`config.mk`:
```
export PLATFORM = sky130hd
export DESIGN_NAME = gsim_forward
export DESIGN_NICKNAME = d
export VERILOG_FILES = /design/src/rtl/gsim_forward.sv
export SDC_FILE = /design/constraint.sdc
export NUM_CORES = 1
export LEC_CHECK = 0
export ABC_AREA = 1
export CAP_MARGIN = 20
export CELL_PAD_IN_SITES_DETAIL_PLACEMENT = 1
export CELL_PAD_IN_SITES_GLOBAL_PLACEMENT = 2
export CORE_MARGIN = 3
export CORE_UTILIZATION = 38
export DETAILED_ROUTE_END_ITERATION = 8
export PLACE_DENSITY_LB_ADDON = 0.15
export RECOVER_POWER = 25
export SYNTH_ARGS = -nofsm -noshare
export SYNTH_HDL_FRONTEND = slang
export SYNTH_SLANG_ARGS = --single-unit
```
`constraint.sdc`:
```
create_clock -name clk -period 7.55 [get_ports clk]
set_input_delay 1.51 -clock clk [delete_from_list [all_inputs] [get_ports clk]]
set_output_delay 1.51 -clock clk [all_outputs]
set_load 0.05 [all_outputs]
```
`src/rtl/gsim_forward.sv`:
```
// Forward banded 16x16 product b = A*x over a streamed Q16.16 vector, emitting rounded/saturated int16 b.
// Latency: b_i leaves two edges after x_{i+3} is accepted; busy for three flush cycles after x15, no backpressure.
module gsim_forward (
  input  logic        clk,
  input  logic        reset,
  input  logic        in_en,
  input  logic [31:0] x_in,
  output logic        busy,
  output logic        out_valid,
  output logic        out_last,
  output logic [15:0] b_out
);

  typedef enum logic {
    S_LOAD  = 1'b0,
    S_FLUSH = 1'b1
  } state_t;

  state_t state, state_nxt;
  logic [3:0] cnt, cnt_nxt;
  logic [1:0] fcnt, fcnt_nxt;

  logic signed [31:0] win     [7];
  logic signed [31:0] win_nxt [7];
  logic win_vld, win_vld_nxt;
  logic win_last, win_last_nxt;

  logic signed [37:0] c0, p1, p2, p3;
  logic signed [37:0] acc_d, acc_q;
  logic               acc_vld, acc_last;

  logic signed [37:0] rnd;
  logic        [15:0] b_sat;

  function automatic logic signed [37:0] sx(input logic signed [31:0] v);
    sx = {{6{v[31]}}, v};
  endfunction

  // Window / sequencing: w6 receives new samples, w3 is the centre element.
  always_comb begin
    state_nxt    = state;
    cnt_nxt      = cnt;
    fcnt_nxt     = fcnt;
    win_vld_nxt  = 1'b0;
    win_last_nxt = 1'b0;
    for (int i = 0; i < 7; i++) win_nxt[i] = win[i];

    case (state)
      S_LOAD: begin
        if (cnt == 4'd0) begin
          // First edge of a vector clears the window; a sample on it becomes x0.
          for (int i = 0; i < 6; i++) win_nxt[i] = '0;
          win_nxt[6] = in_en ? x_in : '0;
        end else if (in_en) begin
          for (int i = 0; i < 6; i++) win_nxt[i] = win[i+1];
          win_nxt[6] = x_in;
        end
        if (in_en) begin
          cnt_nxt     = cnt + 4'd1;
          win_vld_nxt = (cnt >= 4'd3);
          if (cnt == 4'd15) begin
            state_nxt = S_FLUSH;
            fcnt_nxt  = 2'd0;
          end
        end
      end
      S_FLUSH: begin
        for (int i = 0; i < 6; i++) win_nxt[i] = win[i+1];
        win_nxt[6]  = '0;
        win_vld_nxt = 1'b1;
        fcnt_nxt    = fcnt + 2'd1;
        if (fcnt == 2'd2) begin
          win_last_nxt = 1'b1;
          state_nxt    = S_LOAD;
        end
      end
      default: state_nxt = S_LOAD;
    endcase
  end

  always_ff @(posedge clk) begin
    if (reset) begin
      state    <= S_LOAD;
      cnt      <= 4'd0;
      fcnt     <= 2'd0;
      win_vld  <= 1'b0;
      win_last <= 1'b0;
      for (int i = 0; i < 7; i++) win[i] <= '0;
    end else begin
      state    <= state_nxt;
      cnt      <= cnt_nxt;
      fcnt     <= fcnt_nxt;
      win_vld  <= win_vld_nxt;
      win_last <= win_last_nxt;
      for (int i = 0; i < 7; i++) win[i] <= win_nxt[i];
    end
  end

  assign busy = (state == S_FLUSH);

  // 20*c - 13*p1 + 6*p2 - p3, all as shift-add; |sum| < 60*2^31 fits 38 bits.
  always_comb begin
    c0    = sx(win[3]);
    p1    = sx(win[2]) + sx(win[4]);
    p2    = sx(win[1]) + sx(win[5]);
    p3    = sx(win[0]) + sx(win[6]);
    acc_d = (c0 <<< 4) + (c0 <<< 2)
          - ((p1 <<< 3) + (p1 <<< 2) + p1)
          + (p2 <<< 2) + (p2 <<< 1)
          - p3;
  end

  always_ff @(posedge clk) begin
    if (reset) begin
      acc_q    <= '0;
      acc_vld  <= 1'b0;
      acc_last <= 1'b0;
    end else begin
      acc_q    <= acc_d;
      acc_vld  <= win_vld;
      acc_last <= win_last;
    end
  end

  // Round half toward +inf, then clamp to int16.
  always_comb begin
    rnd = (acc_q + 38'sd32768) >>> 16;
    if (rnd > 38'sd32767)
      b_sat = 16'h7FFF;
    else if (rnd < -38'sd32768)
      b_sat = 16'h8000;
    else
      b_sat = rnd[15:0];
  end

  always_ff @(posedge clk) begin
    if (reset) begin
      out_valid <= 1'b0;
      out_last  <= 1'b0;
      b_out     <= 16'd0;
    end else begin
      out_valid <= acc_vld;
      out_last  <= acc_vld & acc_last;
      if (acc_vld) b_out <= b_sat;
    end
  end

endmodule

```
Word level (Yosys, flattened, before mapping):

Memories as Yosys holds them, arrays and structs flattened.
Index checks and enable logic that the tools add are counted.

* output and inout bits: 19
* word-level logic and storage cells: 71
* flip-flop bits (word level): 67
* memories: 1
* memory bits (writable): 224
* bits of input ports: 35

* reductions and logical operators: 4
* mux-type cells: 26
* eq/ne operators: 4
* $add $sub $neg: 13
* bitwise gates (word level): 9
* magnitude comparators: 3

Memory list
* win: words 7, width 32, read ports 7, clocked after memory_dff 0, write ports 7, RTL line 23 `logic signed [31:0] win [7];`

Operator list (count)
* 2-to-1 mux 224 bit: 2
* case mux 224 bit (2 select lines): 1
* 2-to-1 mux 32 bit: 8
* adder 32 x 32 -> 33 bit: 3
* adder 37 x 33 -> 38 bit: 1
* adder 38 x 17 -> 38 bit, second input constant: 1
* adder 38 x 34 -> 38 bit: 1
* adder 38 x 35 -> 38 bit: 1
* subtractor 37 x 38 -> 38 bit: 1
* subtractor 38 x 33 -> 38 bit: 1
* adder 36 x 34 -> 37 bit: 1
* adder 36 x 35 -> 37 bit: 1
* 2-to-1 mux 16 bit: 2
* greater-than comparator 22 x 16 -> 1 bit, second input constant: 1
* less-than comparator 22 x 16 -> 1 bit, second input constant: 1
* 2-to-1 mux 1 bit: 8
* OR 1 bit: 7
* adder 4 x 1 -> 4 bit, second input constant: 1
* equality test 4 bit, second input constant: 1
* greater-or-equal comparator 4 x 2 -> 1 bit, second input constant: 1
* zero test 4 bit: 1
* 2-to-1 mux 2 bit: 2
* inequality test 2 bit, second input constant: 2
* case mux 1 bit (2 select lines): 2
* other kinds (7): 8

Depth between registers and ports, before layout:

* depth after elaboration: 7
* gate-level depth with buffers: 35
* gate-level depth less buffers: 35

Least setup slack after synthesis:

OpenSTA, ideal clock, no wires.

* path type: register to register
* start: memory win[2][0]
* end: register acc_q[36]
* buffers on the path: 0
* setup slack: 1.952 ns
* clock period less this slack: 5.598 ns
* cell stages (with the launch flop): 29
* data required time: 7.437 ns
* setup time: 0.113 ns
* data arrival time: 5.485 ns
* cell sequence: dfxtp_1 -> ha_1 -> inv_1 -> fa_1 -> inv_1 -> a21oi_1 -> o21ai_1 -> nand2_1 -> nand3_1 -> nand2_1 -> nand2_1 -> xor2_1 -> fa_1 -> fa_1 -> inv_1 -> fa_1 -> inv_1 -> fa_1 -> inv_1 -> ha_1 -> nand2_1 -> nor3_1 -> inv_1 -> nor4_1 -> nand3_1 -> nand3_1 -> nand2_1 -> nand2_1 -> nor2_1

RTL lines
* from (decl): RTL line 23
* to (signal assigned): RTL line 115 `acc_q <= '0;`
* to (signal assigned): RTL line 119 `acc_q <= acc_d;`
* to (decl): RTL line 29 `logic signed [37:0] acc_d, acc_q;`

==> key figures <==
Synth
  – Netlist cell types: 52
  – Synth warnings: 0
  – Post-Syn Area: approximately 22000 µm²
  – Synth top cells by count: nand2_1, inv_1, a21oi_1
  – Yosys reg bits: about 280
  – Synth top area share: 0.246
  – Sequential share of the synthesized area: 0.246
  – Post-synthesis cell count: 3053
  – Top-count cell post-synth: nand2_1
  – Leading area contributor after synthesis: dfxtp_1
  – Syn_nets: between 3000 and 4000
  – Synth area leaders: dfxtp_1, fa_1, nand2_1
  – Post-synth EDFFs: 0
  – Post-synth top flop: dfxtp_1
  – Synth async-reset ratio: 0
  – Mean Syn Cell Area: approximately 7.4 µm²

STA
  – Peak Freq: between 100 and 150 MHz
  – Final hold vios: 0
  – Setup-failing EPs final: 0
  – Final slew viol count: 35
  – Final worst path period need: between 6000 and 7000 ps
  – Fin crit share: 0.918
  – Slew @ Worst Pin: 2180 ps
  – Worst rel slew slack: -0.453
  – Final setup TNS: 0 ps
  – Unrepaired setup endpoints after global routing: no
  – Clk_skew: 32.9 ps

Global routing
  – First-pass GRT wire length: approximately 120000 µm
  – Initial antenna violation count: 0
  – GR met3 Demand/Resource: 0.0358
  – Busiest metal layer after global routing: met2
  – Pin count of the biggest net entering global routing: roughly 200
  – Met2 Resource Use GR: 0.408
  – Grt ovf: 0
  – Total GRT Usage: 0.252
  – Vias in the first global route: around 21000
  – M1 GR Usage: 0.347

Routing
  – Drt drc: 0
  – Starting DRT DRC Count: 1181
  – Drt pass-1 iters: 5
  – WL/cell: ~20 µm
  – Post-Route WL: just under 80000 µm
  – Total number of vias: between 15000 and 20000
  – Post-DRT Antenna Nets: 0
  – Vias per cell: 5.18

Die
  – Die W: 249 µm
  – Core ar.: between 50000 and 60000 µm²
  – Starting Density: 0.387
  – I/O pin count: 54
  – Die area: between 60000 and 70000 µm²
  – Die Height: around 250 µm
  – Cell Rows: between 80 and 90

Placement
  – Hpwl dp: 64000 µm
  – IO Port Bufs: 53
  – Gp weighted congestion: around 0.94
  – Placed insts: between 3000 and 4000

Outcome
  – Failing checks: capacitance limit, slew limit
  – Status: finished, violations left

Final layout
  – Final net count: between 3000 and 4000
  – Finished Layout Cells: around 3800
  – Share of cells above drive strength 1: 0.0347
  – Multi-input logic area: between 10000 and 15000 µm²
  – Register area: around 5500 µm²
  – Antenna Cells: 0
  – Final Core Density: 0.428
  – Area growth from synthesis to layout: 10.8%
  – Fillers: between 7000 and 8000

Hold path
  – Worst Hold Path EP: acc_last
  – Hold path depth: 2
  – Hold crit path type: flop to flop
  – Worst Hold Launch: win_last

Setup path
  – Worst r2r dst: acc_q[36]
  – Critical path capture point type: flop
  – CP Max Fanout: 6
  – R2R setup slack: 620 ps
  – Worst Path Required: approximately 8000 ps
  – CP Launch Type: flop
  – R2R cell count: 27
  – CP Data Arrival Time: roughly 7400 ps
  – Critical path class: flop to flop
  – Reg2reg start: win[4][26]

Clock tree
  – Htree depth: 2
  – Clock Sink Count: 276
  – Root Buffer: clkbuf_16
  – # Post-CTS Setup Buffers: 0
  – CTS clk-pin slew, worst paths: around 60 ps
  – Clk_lat worst skew: roughly 560 ps
  – # hold bufs at CTS: 0
  – TritonCTS Buffers: 35
  – CTS tree: done
  – Post-CTS Resized: 0
  – Max Buffers Root-to-Sink: 3

Run
  – Max-cap violations: 1
==> cells in the final DEF (no fill, tap or decap), types with 12 or more instances in the layout <==
cell | netlist | final
a21o_1 | 17 | 17
a21oi_1 | 358 | 358
a31oi_1 | 12 | 12
buf_4 | 0 | 12
clkbuf_16 | 0 | 37
clkdlybuf4s50_1 | 0 | 32
dfxtp_1 | 276 | 276
dlygate4sd3_1 | 0 | 21
fa_1 | 218 | 218
ha_1 | 125 | 125
inv_1 | 540 | 540
nand2_1 | 594 | 594
nand3_1 | 115 | 113
nand4_1 | 13 | 13
nor2_1 | 207 | 209
nor3_1 | 24 | 24
o21ai_0 | 269 | 269
o21bai_1 | 21 | 21
xnor2_1 | 27 | 27
xor2_1 | 49 | 49
==> area by class of cell <==
| type | instances | share of cell area |
|---|---|---|
| clock buffer | 48 | 0.0408 |
| clock inverter | 15 | 0.00658 |
| inverter | 547 | 0.0827 |
| multi-input combinational | 2125 | 0.583 |
| sequential | 276 | 0.222 |
| tap | 765 | 0.0384 |
| timing repair buffer | 69 | 0.0268 |
==> worst max-delay path, cell delays in order (launching register included) <==
cell and delay (ps):
dfxtp_1 330, ha_1 510, nand2_1 170, nor2_1 190
inv_1 140, nor4_1 860, nand3_1 410, nand2_1 150
nand2_1 60, nand2_1 150, inv_1 110, fa_1 490
inv_1 60, fa_1 510, inv_1 50, fa_1 480
fa_1 540, inv_1 40, ha_1 310, inv_1 90
nor3_1 340, inv_1 110, nor4_1 290, nand3_1 120
nand3_1 110, nand2_1 60, nand2_1 60, nor2_1 60
==> how the worst max path moves through the flow <==
| stage | depth (start not counted) | to | start |
|---|---|---|---|
| after floorplan | 28 | acc_q[36] | win[2][0] |
| after global placement | 28 | acc_q[36] | win[2][0] |
| after detailed placement | 28 | acc_q[36] | win[2][0] |
| after CTS | 28 | acc_q[36] | win[2][0] |
| after global routing | 28 | acc_q[36] | win[4][0] |
| final | 27 | acc_q[36] | win[4][26] |
==> metal layers <==
metal  share of wire  vias to the layer above
li1                -                     9685
met1            0.47                     9769
met2            0.45                      331
met3           0.042                      116
met4           0.035                        0
met5               0                        -
==> flip-flops by register name, indices dropped and copies added, names as in the netlist <==
| signal | flops |
|---|---|
| acc_last | 1 |
| acc_q | 23 |
| acc_vld | 1 |
| b_out | 16 |
| busy | 1 |
| cnt | 4 |
| fcnt | 2 |
| out_last | 1 |
| out_valid | 1 |
| win | 224 |
| win_last | 1 |
| win_vld | 1 |
==> cells by family (layout without fill, tap and decap cells) <==
kind of cell	Yosys count	in the layout	share of synthesized area
simple gates	990	990	0.181
flops	276	276	0.246
buf+inv	652	679	0.110
compound gates	713	713	0.168
xor+xnor	79	79	0.0323
fa+ha+maj	343	343	0.264
==> per-stage QoR <==
step                      hold slack [ps]  instance area [µm²]  setup slack, ps
final                                 404                24900              622
after floorplan                       388                22500             1950
after detailed placement              397                23700              649
after global routing                  420                24900              193
after global placement                392                23700              746
after CTS                             406                24900              655
Power is left out: the tool's default activity adds up to more than one toggle a clock period on the data nets, which glitch-free logic cannot reach.
